==> src/rtl/pipeline_param_adder.sv <==
`default_nettype none
// ============================================================================
// pipeline_param_adder : STAGES-deep segmented adder/subtractor, valid/ready
// Rev 1.0 : initial release
// ============================================================================
module pipeline_param_adder #(
  parameter int WIDTH  = 64,
  parameter int STAGES = 4
) (
  input  logic             clk,
  input  logic             rst,
  input  logic [WIDTH-1:0] a,
  input  logic [WIDTH-1:0] b,
  input  logic             cin,
  input  logic             sub,
  input  logic             in_valid,
  output logic             in_ready,
  output logic [WIDTH-1:0] sum,
  output logic             cout,
  output logic             ovf,
  output logic             out_valid,
  input  logic             out_ready
);

  localparam int SEG = WIDTH / STAGES;

  logic [WIDTH-1:0]  a_q   [STAGES];
  logic [WIDTH-1:0]  bx_q  [STAGES];
  logic [WIDTH-1:0]  sum_q [STAGES];
  logic [STAGES-1:0] carry_q;
  logic [STAGES-1:0] valid_q;
  logic              ovf_q;

  logic [WIDTH-1:0]  a_in   [STAGES];
  logic [WIDTH-1:0]  bx_in  [STAGES];
  logic [WIDTH-1:0]  sum_in [STAGES];
  logic [STAGES-1:0] c_in;
  logic [STAGES-1:0] v_in;

  logic [WIDTH-1:0]  sum_d [STAGES];
  logic [STAGES-1:0] carry_d;
  logic              ovf_d;
  logic [STAGES-1:0] load;

  // Bubble-collapsing: a stage may load if it is empty or everything after it moves.
  always_comb begin
    load[STAGES-1] = ~valid_q[STAGES-1] | out_ready;
    for (int k = STAGES - 2; k >= 0; k--) begin
      load[k] = ~valid_q[k] | load[k+1];
    end
  end

  // The subtract mode is folded in at entry (b and cin inverted once), so later
  // stages only ever add; the inverted operand travels down the pipe instead.
  always_comb begin
    a_in[0]   = a;
    bx_in[0]  = sub ? ~b : b;
    sum_in[0] = '0;
    c_in[0]   = sub ^ cin;
    v_in[0]   = in_valid;
    for (int k = 1; k < STAGES; k++) begin
      a_in[k]   = a_q[k-1];
      bx_in[k]  = bx_q[k-1];
      sum_in[k] = sum_q[k-1];
      c_in[k]   = carry_q[k-1];
      v_in[k]   = valid_q[k-1];
    end
  end

  always_comb begin
    logic [SEG:0] seg;
    seg   = '0;
    ovf_d = 1'b0;
    for (int k = 0; k < STAGES; k++) begin
      seg = {1'b0, a_in[k][k*SEG +: SEG]} + {1'b0, bx_in[k][k*SEG +: SEG]}
          + {{SEG{1'b0}}, c_in[k]};
      sum_d[k]               = sum_in[k];
      sum_d[k][k*SEG +: SEG] = seg[SEG-1:0];
      carry_d[k]             = seg[SEG];
    end
    // seg now holds the top segment: carry into the MSB is recovered from its sum bit.
    ovf_d = seg[SEG] ^ (a_in[STAGES-1][WIDTH-1] ^ bx_in[STAGES-1][WIDTH-1] ^ seg[SEG-1]);
  end

  always_ff @(posedge clk) begin
    if (rst) begin
      valid_q <= '0;
      carry_q <= '0;
      ovf_q   <= 1'b0;
      for (int k = 0; k < STAGES; k++) begin
        a_q[k]   <= '0;
        bx_q[k]  <= '0;
        sum_q[k] <= '0;
      end
    end else begin
      for (int k = 0; k < STAGES; k++) begin
        if (load[k]) begin
          valid_q[k] <= v_in[k];
          if (v_in[k]) begin
            a_q[k]     <= a_in[k];
            bx_q[k]    <= bx_in[k];
            sum_q[k]   <= sum_d[k];
            carry_q[k] <= carry_d[k];
          end
        end
      end
      if (load[STAGES-1] && v_in[STAGES-1]) begin
        ovf_q <= ovf_d;
      end
    end
  end

  assign in_ready  = load[0];
  assign sum       = sum_q[STAGES-1];
  assign cout      = carry_q[STAGES-1];
  assign ovf       = ovf_q;
  assign out_valid = valid_q[STAGES-1];

endmodule
`default_nettype wire

==> config.mk <==
export PLATFORM = sky130hd
export DESIGN_NAME = pipeline_param_adder
export DESIGN_NICKNAME = d
export VERILOG_FILES = /design/src/rtl/pipeline_param_adder.sv
export SDC_FILE = /design/constraint.sdc
export NUM_CORES = 1
export LEC_CHECK = 0
export BUFFER_PORTS_ARGS = -buffer_cell sky130_fd_sc_hd__buf_2
export CORE_MARGIN = 5
export CORE_UTILIZATION = 45
export DETAILED_ROUTE_END_ITERATION = 10
export PLACE_DENSITY = 0.61
export SYNTH_ARGS = -nofsm -noshare
export SYNTH_HDL_FRONTEND = slang
export SYNTH_SLANG_ARGS = --single-unit
==> constraint.sdc <==
create_clock -name clk -period 7.3 [get_ports clk]
set_input_delay 2.19 -clock clk [delete_from_list [all_inputs] [get_ports clk]]
set_output_delay 2.19 -clock clk [all_outputs]
set_load 0.005 [all_outputs]
==> key figures <==
Drt
  – Uppermost layer routed: met4
  – Vias per inst: 4.94
  – DRT met1 WL: 14,300 um
  – Routed WL per cell: 16.8 um
  – Drt drc: 0
  – Via count: 9,622
  – Met2 WL post-DR: 15,700 um
  – WL met3: 1680 um
  – Initial drt markers: 540
  – Drt first pass iters: 5
  – Final WL: 32,700 um
  – Antenna viol nets, final: 0

Pwr
  – Pwr/cell area: 253 mW/mm2
  – VDD IR max: 0.126 mV
  – Leakage power: 0.00788 uW

Worst setup path
  – Crit path cell chain: buf_2 -> and4b_1 -> nand2_1 -> buf_2
  – Start of the worst register-to-register path: a_q[0][176]$_SDFFCE_PN0P_
  – CP max stage delay: 330 ps
  – Critical path's slowest cell: and4b_1
  – Worst R2R End: sum_q[3][62]$_SDFFCE_PN0P_
  – WS Path Type: primary input to output pin
  – WP data required: 5110 ps
  – Reg2Reg Depth: 8
  – CP dominant cell by count: buf_2
  – Flop-to-flop setup slack: 4260 ps
  – Crit path max fanout: 4
  – Crit path max-delay family: simple AND/OR/NAND/NOR gates
  – CP Launch Type: primary input
  – Worst setup EP type: output pin
  – Critical path buffers and inverters: 2
  – CP arrival: 2930 ps

Place
  – Dpl hpwl: 22,300 um
  – Dpl cells: 1,875
  – Setup slack at placement: 2190 ps
  – Gp weighted congestion: 0.920
  – Port bufs: 201

Synth
  – Commonest register cell after synthesis: edfxtp_1
  – Syn Inst Count: 1,244
  – Syn nets: 1,446
  – Synth unique cells: 64
  – Fraction of registers with async set/reset: 0
  – Seq cells post-synth: 361
  – Ys Warns: 0
  – Syn avg cell area: 13.4 um2
  – Register area share after synthesis: 0.646
  – EDFF count, synth: 352
  – Post-Synthesis Cell Area: 0.0166 mm2

CTS
  – Total CTS buffers: 40
  – Post_cts resized: 0
  – Count of hold buffers inserted by post-cts repair: 0
  – Clock Sinks: 361
  – Deepest clock path buffer count: 3
  – Htree depth: 2
  – Worst-Skew Late Latency: 540 ps
  – Clock tree from TritonCTS: yes
  – Clock transition at the registers of the reported paths: 60 ps
  – Post-CTS Setup Bufs: 0
  – Clk root buf: clkbuf_16

Finish
  – Area grow syn2layout: 17.0%
  – Layout Nets: 1,651
  – Share of layout cells above drive strength 1: 0.203
  – Ant. Diodes: 0
  – Most common cell after layout, fill and taps aside: edfxtp_1
  – Most frequent cells in the layout: edfxtp_1 (352), and2_1 (250), buf_2 (200)
  – Post-route insts no fill: 1,947

Floorplan
  – FP Rows: 70
  – Die W: 202 um
  – Vert. Die Dim: 202 um
  – Die Area: 0.0409 mm2
  – Initial Util: 0.456
  – Core area: 0.0365 mm2
  – # IOs: 202

Timing
  – Fin. Hold Viols: 0
  – Post-Route Skew: 8.54 ps
  – Fmax: 0.195 GHz
  – Period utilization: 0.702
  – Slew HR: 0.252
  – Post-route minimum period: 5120 ps
  – Setup TNS: 0 ps
  – RSZ-0062 raised after global routing: no
  – Worst Max-Slew Pin Slew: 1120 ps
  – Setup WS post-layout: 2180 ps
  – Max Slew Vio Count: 0
  – Final setup violation count: 0

Hold path
  – HP Class: flip-flop to flip-flop
  – Hold Crit Depth: 2
  – Hold Crit Start: ovf$_SDFFE_PP0P_
  – Worst min-delay path endpoint: ovf$_SDFFE_PP0P_

Global route
  – Total gr overflow: 0
  – Vias in the first global route: 9,569
  – Initial antenna violation count: 0
  – Total routing usage reported by global routing: 0.160
  – Global-route wire length before repair: 51,800 um
  – Largest net degree at the start of global routing: 81

Run
  – Max Cap Violations: 0

Run status
  – Status: finished clean
## cells by family after synthesis
logic type / Yosys count / synth area share
XOR/XNOR: 99 / 0.0521
multiplexers: 4 / 0.00241
buffers and inverters: 66 / 0.0156
AO/OA/AOI/OAI: 180 / 0.0756
AND/OR/NAND/NOR: 466 / 0.154
adder cells (fa/ha/maj): 68 / 0.0547
flip-flops: 361 / 0.646
## synth_stat cells, types with 4 or more instances
cell type,number,area share
o21ai_1,11,0.0033
a21o_1,16,0.0072
o21ai_0,28,0.0084
and2_1,250,0.094
a21oi_1,44,0.013
edfxtp_1,352,0.64
nand2b_1,7,0.0026
dfxtp_1,9,0.011
a211oi_1,13,0.0059
nor3_1,19,0.0057
ha_1,60,0.045
buf_2,9,0.0027
fa_1,8,0.0096
a211oi_2,4,0.0030
xor2_1,33,0.017
nand3_1,6,0.0018
or2_2,4,0.0015
clkbuf_1,35,0.0079
nor3b_1,6,0.0027
mux2i_1,4,0.0024
a31oi_1,5,0.0019
nor2_1,119,0.027
o21a_1,16,0.0072
inv_1,20,0.0045
o211ai_1,7,0.0032
nor2b_1,7,0.0026
xnor2_1,66,0.035
nand2_1,25,0.0056
## state kept, by name, summed over array words and instances, names as in the netlist
| name | count |
|---|---|
| valid_q | 4 |
| a_q | 96 |
| carry_q | 4 |
| sum_q | 160 |
| bx_q | 96 |
| ovf | 1 |
## area by class of cell
cell class	instances	area, um2
clock buffers	48	1050
clock inverters	24	260
fillers	3151	17000
inverters	20	75.1
multi-input cells	817	5680
flip-flops and latches	361	10800
well taps	468	586
repair buffers	209	1070
## metrics by stage
stage               hold slack, ps  power, uW  utilization  area, um2
finish                         480       4930        0.533      19500
detailed placement             485       2960        0.497      18200
global route                   505       5150        0.533      19500
CTS                            493       4990        0.533      19500
global placement               481       2950        0.497      18200
floorplan                      442       2810            -      16600
## worst max-delay path by stage
stage,startpoint,to,slack [ps],cells after the start
2_1_floorplan,rst,a_q[0][16]$_SDFFCE_PN0P_,1310,3
3_3_place_gp,out_ready,in_ready,2180,4
3_5_place_dp,out_ready,in_ready,2190,4
4_1_cts,out_ready,in_ready,2180,4
5_1_grt,out_ready,in_ready,2140,4
6_report,out_ready,in_ready,2180,4
## metal layers
metal  up-vias  GRT usage
met5         -          0
met4         0     0.0548
met3        66     0.0364
met2       225      0.264
met1      4452      0.209
li1       4879          -
## worst min-delay path: stages, from the launching register on
cell and delay [ps]:
dfxtp_1 330, nand2_1 60, o21ai_1 50
## report_power, final
part / internal (uW) / switching [uW]
Clock: 1240 / 778
Combinational: 192 / 274
Sequential: 2410 / 35.9
Note: power is estimated with default switching activity, not from simulation.
